$ cat config.mk
export PLATFORM = sky130hd
export DESIGN_NAME = burst_address_register
export DESIGN_NICKNAME = d
export VERILOG_FILES = /design/src/rtl/burst_address_register.sv
export SDC_FILE = /design/constraint.sdc
export NUM_CORES = 1
export LEC_CHECK = 0
export CORE_AREA = 2 2 75 77
export CTS_CLUSTER_DIAMETER = 150
export DETAILED_ROUTE_END_ITERATION = 8
export DIE_AREA = 0 0 77 79
export PLACE_DENSITY = 0.85
export REMOVE_ABC_BUFFERS = 1
export SLEW_MARGIN = 20
export SYNTH_ARGS = -nofsm -noshare
export SYNTH_HDL_FRONTEND = slang
export SYNTH_SLANG_ARGS = --single-unit
$ cat constraint.sdc
create_clock -name bar_clk -period 4.7 [get_ports bar_clk]
set_input_delay 0.47 -clock bar_clk [delete_from_list [all_inputs] [get_ports bar_clk]]
set_output_delay 0.47 -clock bar_clk [all_outputs]
set_load 0.02 [all_outputs]
$ cat src/rtl/burst_address_register.sv
// Memory address register with single-address load, same-cycle bypass
// and an auto-incrementing burst mode driven by a per-beat acknowledge.
//
// state    | meaning
// ---------+--------------------------------------------------------------
// ST_IDLE  | holds address; loads on wr_en/burst_start, bar_in bypassed
// ST_BURST | presents current beat address, advances on each beat_ack
module burst_address_register #(
  parameter int ADDR_WIDTH = 32,
  parameter int LEN_WIDTH  = 4,
  parameter int BEAT_BYTES = 4
) (
  input  logic                  bar_clk,
  input  logic                  bar_rst,
  input  logic [ADDR_WIDTH-1:0] bar_in,
  input  logic                  bar_wr_en,
  input  logic                  bar_burst_start,
  input  logic [LEN_WIDTH-1:0]  bar_burst_len,
  input  logic                  bar_beat_ack,
  input  logic                  bar_abort,
  output logic [ADDR_WIDTH-1:0] bar_out,
  output logic                  bar_busy,
  output logic                  bar_last,
  output logic                  bar_done,
  output logic                  bar_misaligned
);

  localparam logic [0:0] ST_IDLE  = 1'b0;
  localparam logic [0:0] ST_BURST = 1'b1;

  localparam logic [ADDR_WIDTH-1:0] BEAT_INC = ADDR_WIDTH'(BEAT_BYTES);
  localparam logic [LEN_WIDTH-1:0]  REM_ONE  = LEN_WIDTH'(1);
  localparam logic [LEN_WIDTH-1:0]  REM_ZERO = '0;

  logic [0:0]            state_q, state_d;
  logic [ADDR_WIDTH-1:0] addr_q, addr_d;
  logic [LEN_WIDTH-1:0]  rem_q, rem_d;
  logic                  done_q, done_d;
  logic                  rem_is_zero;

  assign rem_is_zero = (rem_q == REM_ZERO);

  // Next-state decision: loads in IDLE, beat advance / completion / abort in BURST.
  always_comb begin
    state_d = state_q;
    addr_d  = addr_q;
    rem_d   = rem_q;
    done_d  = 1'b0;
    case (state_q)
      ST_IDLE: begin
        if (bar_burst_start) begin
          addr_d  = bar_in;
          rem_d   = bar_burst_len;
          state_d = ST_BURST;
        end else if (bar_wr_en) begin
          addr_d = bar_in;
        end
      end
      ST_BURST: begin
        if (bar_beat_ack) begin
          // The acked beat is always consumed, even when abort arrives with it,
          // so the register ends up on the next un-issued address.
          addr_d = addr_q + BEAT_INC;
          if (rem_is_zero) begin
            state_d = ST_IDLE;
            done_d  = 1'b1;
          end else begin
            rem_d = rem_q - REM_ONE;
            if (bar_abort) begin
              state_d = ST_IDLE;
            end
          end
        end else if (bar_abort) begin
          state_d = ST_IDLE;
        end
      end
      default: begin
        state_d = ST_IDLE;
      end
    endcase
  end

  // State registers; reset drops any burst in flight without a done pulse.
  always_ff @(posedge bar_clk or posedge bar_rst) begin
    if (bar_rst) begin
      state_q <= ST_IDLE;
      addr_q  <= '0;
      rem_q   <= '0;
      done_q  <= 1'b0;
    end else begin
      state_q <= state_d;
      addr_q  <= addr_d;
      rem_q   <= rem_d;
      done_q  <= done_d;
    end
  end

  // In IDLE a load strobe forwards bar_in so memory sees the address this cycle.
  assign bar_out  = ((state_q == ST_IDLE) && (bar_wr_en || bar_burst_start)) ? bar_in : addr_q;
  assign bar_busy = (state_q == ST_BURST);
  assign bar_last = (state_q == ST_BURST) && rem_is_zero;
  assign bar_done = done_q;

  generate
    if (BEAT_BYTES > 1) begin : g_align
      localparam int ALIGN_BITS = $clog2(BEAT_BYTES);
      assign bar_misaligned = |bar_out[ALIGN_BITS-1:0];
    end else begin : g_no_align
      assign bar_misaligned = 1'b0;
    end
  endgenerate

endmodule

After elaboration in Yosys (flattened, before gate mapping). Cells that the tools add are included.

Register bits after elaboration: 38. Output and inout bits: 36.

Add/sub/neg operators: 2. Eq/ne operators: 4. Mux-type cells: 17. Bitwise operators: 1. Reductions and logical operators: 7.

Operator list (number): two-way mux 32 bit (4); one-hot mux 32 bit (2 select lines) (1); adder 32 x 3 -> 32 bit (second input constant) (1); two-way mux 4 bit (3); one-hot mux 4 bit (2 select lines) (1); two-way mux 1 bit (7); inequality test 2 bit (second input constant) (3); logical NOT 4 bit (1); subtractor 4 x 1 -> 4 bit (second input constant) (1); inequality test 3 bit (second input constant) (1); AND reduction 3 bit (1); logical AND 1 bit (2); one-hot mux 1 bit (2 select lines) (1); AND reduction 2 bit (1); OR reduction 2 bit (1); logical OR 1 bit (1); inverter 1 bit (1).

Depth between registers and ports, before layout. Gate-level depths: netlist of run 1.

Depth in word-level cells: 4. Depth in mapped cells: 7. Depth with buffers taken out: 7.

Worst setup path before layout of run 1. No wires, ideal clock.

Path kind: register to output. Start point: reg state_q, in the netlist bar_busy. End point: out bar_out[10]. Data arrival time: 1.863 ns. Data required time: 4.230 ns. Setup slack: 2.367 ns. Stages on the path, launching flop included: 8. Path through: dfrtp_1 or3_1 clkbuf_1 nand2_1 buf_2 buf_1 nand2_1 nand2_1.

Longest elaborated chain between the ends: 3.

Ends and longest elaborated chain: start: declaration (line 35) `logic [0:0] state_q, state_d;`; start signal: assignment (line 91) `state_q <= state_d;`; inverter 1 bit; logical AND 1 bit (line 99) `assign bar_out = ((state_q == ST_IDLE) && (bar_wr_en || bar_burst_start)) ? bar_in : addr_q;`; two-way mux 32 bit (line 99); end: declaration (line 21) `output logic [ADDR_WIDTH-1:0] bar_out,`.

No other way between the ends.

Worst setup path in the final report of run 1.
Start point: in bar_burst_start. End point: out bar_misaligned.

Longest elaborated chain between the ends: 4.

Ends and longest elaborated chain: start: declaration (line 17) `input logic bar_burst_start,`; logical OR 1 bit (line 99); logical AND 1 bit (line 99); two-way mux 32 bit (line 99); OR reduction 2 bit (line 107) `assign bar_misaligned = |bar_out[ALIGN_BITS-1:0];`; end: declaration (line 25) `output logic bar_misaligned`.

No other way between the ends.

==> results of run 1 <==
==> metal layers <==
metal	up-vias	GRT usage	part of all wire
met3	17	0.0466	0.081
met4	0	0.0964	0.019
met1	1398	0.355	0.43
met5	-	0	0
met2	141	0.418	0.47
li1	1470	-	-
==> worst min-delay path by stage <==
stage | slack [ps] | endpoint | startpoint | depth (start not counted)
3_5_place_dp | 480 | addr_q[0] | addr_q[0] | 2
4_1_cts | 500 | addr_q[0] | addr_q[0] | 2
5_1_grt | 540 | addr_q[27] | addr_q[27] | 1
6_report | 500 | addr_q[0] | addr_q[0] | 2
3_3_place_gp | 470 | addr_q[0] | addr_q[0] | 2
2_1_floorplan | 450 | addr_q[0] | addr_q[0] | 2
==> worst min-delay path: stages, from the launching register on <==
cell and delay, ps:
dfrtp_1 330, nand2_1 60, nand2_1 80
==> final cells by class <==
type,instances,area share
clock buffers,7,0.0241
clock inverters,1,0.00140
inverters,8,0.00838
multi-input cells,307,0.446
flip-flops and latches,38,0.265
well taps,72,0.0251
repair buffers,84,0.230
==> stage by stage <==
| step | util | worst slack, ps | total power (W) | instances | hold slack (ps) |
|---|---|---|---|---|---|
| floorplan | - | 1450 | 0.00109 | 353 | 452 |
| global placement | 0.654 | 1310 | 0.00144 | 509 | 468 |
| detailed placement | 0.654 | 1210 | 0.00146 | 509 | 483 |
| CTS | 0.672 | 1210 | 0.00170 | 517 | 500 |
| global route | 0.672 | 1080 | 0.00183 | 517 | 536 |
| finish | 0.672 | 1220 | 0.00171 | 517 | 498 |
==> layout by cell type, fill, tap and decap left out, types with 6 or more instances in the layout <==
cell type / instances
nor4_1: 6
nand2_1: 121
clkdlybuf4s50_1: 77
a21oi_1: 28
nor3_1: 12
inv_1: 7
dfrtp_1: 38
nand4_1: 11
o21ai_0: 11
buf_4: 7
o22ai_1: 10
and4_1: 6
nand3_1: 16
nor2_1: 24
clkbuf_8: 6
==> power groups by stage <==
stage | clock, W | combinational (W) | sequential [W]
finish | 0.000241 | 0.000871 | 0.000595
global route | 0.000256 | 0.000955 | 0.000615
CTS | 0.000242 | 0.000873 | 0.000589
detailed placement | 0 | 0.000868 | 0.000594
global placement | 0 | 0.000852 | 0.000589
floorplan | 0 | 0.000521 | 0.000567
==> logic make-up (layout without fill, tap and decap cells) <==
family	after synthesis	count (layout)	synth area share
AO/OA/AOI/OAI	81	81	0.190
XOR/XNOR	5	5	0.0163
adder cells (fa/ha/maj)	2	2	0.00933
buffers and inverters	33	100	0.0499
flip-flops	38	38	0.355
multiplexers	2	2	0.00793
AND/OR/NAND/NOR	217	217	0.372
==> state kept, by name (all words and copies together) (netlist names) <==
register,flops
addr_q,32
bar_busy,1
bar_done,1
rem_q,4
==> results.sh, run 1 <==
export IMPL_multi_input_area_mm2=0.00160
export IMPL_top_level_ports=78
export IMPL_grt_pass1_vias=2689
export IMPL_final_area_mm2=0.00358
export IMPL_crit_slowest_cell="clkdlybuf4s50_1"
export IMPL_antenna_found_initial=0
export IMPL_drtAntennaViolNets=0
export IMPL_synth_area_leader_cell="dfrtp_1"
export IMPL_power_frac_comb=0.510
export IMPL_max_freq_mhz=287
export IMPL_reg2reg_from="bar_busy"
export IMPL_finalHoldViolCount=0
export IMPL_synth_area_mm2=0.00268
export IMPL_register_area_um2=951
export IMPL_arrival_ps=3010
export IMPL_area_growth_pct=33.7
export IMPL_path_cells="clkdlybuf4s50_1, nor2_1, nor2_2, buf_4, nand2_1, nand2_1, or2_1, clkdlybuf4s50_1"
export IMPL_p_per_area_mw_per_mm2=476
export IMPL_num_vias=3026
export IMPL_clockPowerShare=0.141
export IMPL_ctsResizeCount=0
export IMPL_place_area_mm2=0.00349
export IMPL_synth_cell_type_count=46
export IMPL_final_max_slew_viol_count=0
export IMPL_worstMarginPinSlew_ps=973
export IMPL_fin_nets=488
export IMPL_crit_type="in -> out"
export IMPL_cts_buffers=5
export IMPL_cts_sinks=38
export IMPL_postSynthAreaPerCell_um2=7.09
export IMPL_ys_seq_area_frac=0.355
export IMPL_vias_per_cell=5.85
export IMPL_synth_most_common_cell="nand2_1"
export IMPL_die_area_mm2=0.00608
export IMPL_crit_end="bar_misaligned"
export IMPL_drt_wirelength_per_cell_um=15.1
export IMPL_die_y_um=79
export IMPL_fill_cells=493
export IMPL_relSlewSlack=0.346
export IMPL_synth_top_area_share=0.355
export IMPL_power_leakage_nw=1.49
export IMPL_cp_end_kind="output pin"
export IMPL_grt_usage=0.261
export IMPL_async_flop_share=1.00
export IMPL_htree_levels=2
export IMPL_finalCritPeriodShare=0.740
export IMPL_path_buf_inv=3
export IMPL_holdBufCountCts=0
export IMPL_clkTransAtPathRegs_ps=80
export IMPL_drv_cap=0
export IMPL_rr_endpoint="rem_q[0]"
export IMPL_hold_class="reg -> reg"
export IMPL_dp_hpwl_um=5430
export IMPL_ir_drop_mv=0.267
export IMPL_coreArea_mm2=0.00534
export IMPL_ys_warn_count=0
export IMPL_worst_r2r_path_depth=5
export IMPL_switchingPower_w=0.000760
export IMPL_drt_pass1_iterations=6
export IMPL_grt_max_degree=39
export IMPL_skew_ps=6.97
export IMPL_cp_start_kind="input port"
export IMPL_setup_viol=0
export IMPL_grt_pass1_wl_um=12800
export IMPL_start_util=0.502
export IMPL_grt_setup_unrepaired="no"
export IMPL_tns_ps=0
export IMPL_startpoint="bar_burst_start"
export IMPL_yosys_register_bits=38
export IMPL_synth_main_ff_cell="dfrtp_1"
export IMPL_clk_path_buf_depth=2
export IMPL_worst_path_stages=8
export IMPL_rows=27
export IMPL_path_max_fanout=23
export IMPL_cts_tree="done"
export IMPL_clk_latency_ps=300
export IMPL_period_needed_ps=3480
export IMPL_cp_required_ps=4230
export IMPL_seq_power_share=0.348
export IMPL_synth_cells=378
export IMPL_wl_um=7790
export IMPL_synth_edf_count=0
export IMPL_synth_area_leaders="dfrtp_1, nand2_1, a21oi_1, nor2_1, nand3_1"
export IMPL_io_buffers=77
export IMPL_grt_overflow=0
export IMPL_gp_congestion=0.849
export IMPL_power_switching_share=0.445
export IMPL_drive_above_1_share=0.0427
export IMPL_p_int_w=0.000946
export IMPL_post_cts_buffers=0
export IMPL_drt_iter0_drc=202
export IMPL_status="finished clean"
export IMPL_r2r_slack_ps=1820
export IMPL_die_w_um=77
export IMPL_cts_root_buf="clkbuf_8"
export IMPL_ys_top_cells_by_count="nand2_1, dfrtp_1, a21oi_1"
export IMPL_drc=0
export IMPL_crit_family="buffers and inverters"
export IMPL_max_stage_delay_ps=600
export IMPL_n_antenna_cell=0
No activity file was read; power rests on OpenSTA's default activity.
==> run 2: changes to the inputs <==
--- a/config.mk
+++ b/config.mk
@@ -5,11 +5,11 @@
 export SDC_FILE = /design/constraint.sdc
 export NUM_CORES = 1
 export LEC_CHECK = 0
-export CORE_AREA = 2 2 75 77
+export CORE_AREA = 2 2 78 80
 export CTS_CLUSTER_DIAMETER = 150
 export DETAILED_ROUTE_END_ITERATION = 8
-export DIE_AREA = 0 0 77 79
-export PLACE_DENSITY = 0.85
+export DIE_AREA = 0 0 80 82
+export PLACE_DENSITY = 0.79
 export REMOVE_ABC_BUFFERS = 1
 export SLEW_MARGIN = 20
 export SYNTH_ARGS = -nofsm -noshare
==> constraint.sdc (replaced) <==
create_clock -name bar_clk -period 3.3 [get_ports bar_clk]
set_input_delay 0.33 -clock bar_clk [delete_from_list [all_inputs] [get_ports bar_clk]]
set_output_delay 0.33 -clock bar_clk [all_outputs]
set_load 0.02 [all_outputs]
==> results.sh, run 2 (synthesized netlist as in run 1, its figures left out) <==
export IMPL_finalCritPeriodShare=0.923
export IMPL_ctsResizeCount=0
export IMPL_layout_commonest_cell="nand2_1"
export IMPL_cts_sinks=38
export IMPL_grt_setup_unrepaired="no"
export IMPL_largest_reg_flops=32
export IMPL_path_buf_inv=3
export IMPL_drt_wirelength_per_cell_um=15.3
export IMPL_drtAntennaViolNets=0
export IMPL_p_per_area_mw_per_mm2=677
export IMPL_cts_buffers=5
export IMPL_ir_drop_mv=0.378
export IMPL_drt_pass1_iterations=4
export IMPL_final_cell_mix="nand2_1, clkdlybuf4s50_1, dfrtp_1"
export IMPL_die_area_mm2=0.00656
export IMPL_area_growth_pct=35.7
export IMPL_cp_end_kind="output pin"
export IMPL_die_w_um=80
export IMPL_final_max_slew_viol_count=0
export IMPL_status="finished clean"
export IMPL_start_util=0.467
export IMPL_dp_hpwl_um=5730
export IMPL_path_max_fanout=25
export IMPL_crit_slowest_cell="clkdlybuf4s50_1"
export IMPL_drt_iter0_drc=276
export IMPL_cp_required_ps=2970
export IMPL_post_cts_buffers=0
export IMPL_drc=0
export IMPL_rows=28
export IMPL_reg_top3="addr_q x32, rem_q x4"
export IMPL_holdBufCountCts=0
export IMPL_drive_above_1_share=0.0533
export IMPL_cp_start_kind="flip-flop"
export IMPL_grt_max_degree=39
export IMPL_cpMostUsedCell="nand2_1"
export IMPL_grt_pass1_vias=2788
export IMPL_coreArea_mm2=0.00575
export IMPL_cts_root_buf="clkbuf_8"
export IMPL_hold_class="in -> async"
export IMPL_drv_cap=0
export IMPL_antenna_found_initial=0
export IMPL_cts_tree="done"
export IMPL_n_antenna_cell=0
export IMPL_io_buffers=77
export IMPL_max_stage_delay_ps=590
export IMPL_final_cell_count_no_fill=525
export IMPL_grt_usage=0.256
export IMPL_tns_ps=0
export IMPL_fin_nets=493
export IMPL_num_vias=3051
export IMPL_skew_ps=8.37
export IMPL_wl_um=8030
export IMPL_clk_latency_ps=300
export IMPL_path_cells="buf_4, or3_1, nand2_1, buf_4, nand2_1, nand2_1, or2_1, clkdlybuf4s50_1"
export IMPL_top_level_ports=78
export IMPL_htree_levels=2
export IMPL_gp_congestion=0.886
export IMPL_max_freq_mhz=328
export IMPL_arrival_ps=2710
export IMPL_crit_family="buffers and inverters"
export IMPL_dp_cells=517
export IMPL_grt_pass1_wl_um=13200
export IMPL_clk_path_buf_depth=2
export IMPL_worstMarginPinSlew_ps=780
export IMPL_fill_cells=565
export IMPL_holdWs_ps=440
export IMPL_power_leakage_nw=1.52
export IMPL_grt_overflow=0
export IMPL_vias_per_cell=5.81
export IMPL_clkTransAtPathRegs_ps=80
export IMPL_relSlewSlack=0.475
export IMPL_die_y_um=82
export IMPL_finalHoldViolCount=0
export IMPL_crit_type="reg -> out"
export IMPL_regMostFlops="addr_q"
export IMPL_setup_viol=0
export IMPL_period_needed_ps=3040
-- run 2: worst paths after layout --
| kind | startpoint | endpoint | slack, ps | depth (start not counted) |
|---|---|---|---|---|
| min in group bar_clk | addr_q[0] | addr_q[0] | 510 | 2 |
| min reg2reg | addr_q[0] | addr_q[0] | 510 | 2 |
| max reg2reg | addr_q[8] | addr_q[25] | 1050 | 5 |
| min | bar_rst | addr_q[22] | 440 | 3 |
| max | bar_busy | bar_misaligned | 260 | 8 |
| max in group asynchronous | bar_rst | addr_q[8] | 2490 | 3 |
-- run 2: power breakdown --
group | internal (W) | leakage [nW] | switching, W | total, W
registers | 0.000623 | 0.442 | 0.000211 | 0.000834
clock network | 0.000169 | 0.0482 | 0.000176 | 0.000345
logic | 0.000576 | 1.03 | 0.000707 | 0.00128
-- run 2: worst reg2reg max path: stages (launching register included) --
cell and delay [ps]:
dfrtp_1 500, nand4_1 210, or4_1 700, nor4_1 500
nand3b_1 170, nand3_1 70
-- run 2: final cells by class --
class / instances / area [µm²] / area share
multi-input cells: 307 / 1600 / 0.439
well taps: 75 / 93.8 / 0.0258
repair buffers: 89 / 873 / 0.240
flip-flops and latches: 38 / 951 / 0.261
clock inverters: 1 / 5.00 / 0.00138
clock buffers: 7 / 86.3 / 0.0237
inverters: 8 / 30.0 / 0.00825
-- run 2: routing by layer --
| metal | part of all wire | wire length [µm] | vias up | GRT usage |
|---|---|---|---|---|
| met5 | 0 | 0 | - | 0 |
| met1 | 0.42 | 3350 | 1424 | 0.331 |
| li1 | - | - | 1481 | - |
| met3 | 0.074 | 597 | 14 | 0.0462 |
| met2 | 0.49 | 3920 | 132 | 0.423 |
| met4 | 0.021 | 169 | 0 | 0.107 |
-- run 2: metrics by stage --
step,power (W),setup WS [ps],utilization,instance area (µm²)
floorplan,0.00155,187,-,2580
global placement,0.00208,459,0.617,3550
detailed placement,0.00212,363,0.617,3550
CTS,0.00247,257,0.633,3640
global route,0.00263,111,0.633,3640
finish,0.00246,256,0.633,3640
==> run 3: changes to the inputs <==
--- a/config.mk
+++ b/config.mk
@@ -6,6 +6,7 @@
 export NUM_CORES = 1
 export LEC_CHECK = 0
 export CORE_AREA = 2 2 78 80
+export CTS_BUF_LIST = sky130_fd_sc_hd__clkbuf_4 sky130_fd_sc_hd__clkbuf_8 sky130_fd_sc_hd__clkbuf_16
 export CTS_CLUSTER_DIAMETER = 150
 export DETAILED_ROUTE_END_ITERATION = 8
 export DIE_AREA = 0 0 80 82
==> results.sh, run 3 (synthesized netlist as in run 1, its figures left out) <==
export IMPL_status="finished clean"
export IMPL_cp_required_ps=2970
export IMPL_clkTransAtPathRegs_ps=80
export IMPL_grt_use_met1=0.336
export IMPL_top_level_ports=78
export IMPL_dp_hpwl_um=5730
export IMPL_fin_nets=493
export IMPL_drc=0
export IMPL_antenna_found_initial=0
export IMPL_final_max_slew_viol_count=0
export IMPL_tns_ps=0
export IMPL_worstMarginPinSlew_ps=801
export IMPL_setup_viol=0
export IMPL_dp_cells=517
export IMPL_wl_um=8020
export IMPL_die_w_um=80
export IMPL_register_area_um2=951
export IMPL_finalHoldViolCount=0
export IMPL_n_antenna_cell=0
export IMPL_drt_iter0_drc=291
export IMPL_finalCritPeriodShare=0.927
export IMPL_cts_root_buf="clkbuf_8"
export IMPL_cp_start_kind="flip-flop"
export IMPL_skew_ps=9.01
export IMPL_cp_end_kind="output pin"
export IMPL_ir_drop_mv=0.377
export IMPL_reg_top3="addr_q x32, rem_q x4"
export IMPL_htree_levels=2
export IMPL_final_cell_mix="nand2_1, clkdlybuf4s50_1, dfrtp_1"
export IMPL_drt_wirelength_per_cell_um=15.3
export IMPL_die_area_mm2=0.00656
export IMPL_cts_tree="done"
export IMPL_grt_pass1_wl_um=13200
export IMPL_final_cell_count_no_fill=525
export IMPL_p_per_area_mw_per_mm2=678
export IMPL_p_total_w=0.00247
export IMPL_grt_max_degree=39
export IMPL_layout_commonest_cell="nand2_1"
export IMPL_largest_reg_flops=32
export IMPL_max_freq_mhz=327
export IMPL_fill_cells=562
export IMPL_regMostFlops="addr_q"
export IMPL_busiest_layer="met2"
export IMPL_path_max_fanout=25
export IMPL_grt_pass1_vias=2774
export IMPL_ctsResizeCount=0
export IMPL_relSlewSlack=0.461
export IMPL_io_buffers=77
export IMPL_cts_sinks=38
export IMPL_grt_setup_unrepaired="no"
export IMPL_grt_overflow=0
export IMPL_clk_latency_ps=300
export IMPL_rows=28
export IMPL_vias_per_cell=5.80
export IMPL_drv_cap=0
export IMPL_power_leakage_nw=1.53
export IMPL_post_cts_buffers=0
export IMPL_multi_input_area_mm2=0.00160
export IMPL_drtAntennaViolNets=0
export IMPL_area_growth_pct=35.8
export IMPL_num_vias=3043
export IMPL_holdBufCountCts=0
export IMPL_hold_class="in -> async"
export IMPL_start_util=0.467
export IMPL_clk_path_buf_depth=2
export IMPL_grt_use_met3=0.0418
export IMPL_globalRouteMet2Util=0.421
export IMPL_grt_usage=0.255
export IMPL_arrival_ps=2730
export IMPL_die_y_um=82
export IMPL_cts_buffers=5
export IMPL_drt_pass1_iterations=5
export IMPL_drive_above_1_share=0.0556
export IMPL_crit_type="reg -> out"
export IMPL_period_needed_ps=3060
export IMPL_gp_congestion=0.886
export IMPL_coreArea_mm2=0.00575
run 3: cell counts in the layout (fill, tap and decap cells not counted):
Identical to the previous run, type by type.
run 3: worst paths after layout:
kind | end | slack, ps | from | cells after the start
max | bar_misaligned | 240 | bar_busy | 8
min | addr_q[22] | 450 | bar_rst | 3
max reg2reg | addr_q[25] | 1050 | addr_q[8] | 5
min reg2reg | addr_q[0] | 510 | addr_q[0] | 2
max in group asynchronous | addr_q[8] | 2500 | bar_rst | 3
min in group bar_clk | addr_q[0] | 510 | addr_q[0] | 2
run 3: layer usage:
metal / routed length (µm) / vias to the layer above
met2: 3870 / 124
met3: 516 / 12
li1: - / 1481
met5: 0 / -
met1: 3480 / 1426
met4: 155 / 0
run 3: power by group:
| part | switching [W] | leakage (nW) | internal, W |
|---|---|---|---|
| logic | 0.000706 | 1.03 | 0.000576 |
| registers | 0.000209 | 0.442 | 0.000623 |
| clock network | 0.000177 | 0.0517 | 0.000177 |
run 3: final cells by class:
type | count | share of cell area
Clock inverter | 1 | 0.00137
Sequential cell | 38 | 0.261
Timing Repair Buffer | 89 | 0.240
Multi-Input combinational cell | 307 | 0.439
Clock buffer | 7 | 0.0247
Inverter | 8 | 0.00824
Tap cell | 75 | 0.0258
run 3: metrics by stage:
| stage | setup slack, ps | hold slack (ps) | util | instance area [µm²] |
|---|---|---|---|---|
| 3_3_place_gp | 459 | 470 | 0.617 | 3550 |
| 5_1_grt | 101 | 501 | 0.634 | 3640 |
| 3_5_place_dp | 363 | 488 | 0.617 | 3550 |
| 4_1_cts | 246 | 462 | 0.634 | 3640 |
| 2_1_floorplan | 187 | 452 | - | 2580 |
| 6_report | 242 | 446 | 0.634 | 3640 |
run 3: worst max-delay path, cell delays in order (launching register included):
cell and delay (ps):
dfrtp_1 390, buf_4 210, or3_1 490, nand2_1 130
buf_4 270, nand2_1 120, nand2_1 100, or2_1 100
clkdlybuf4s50_1 590
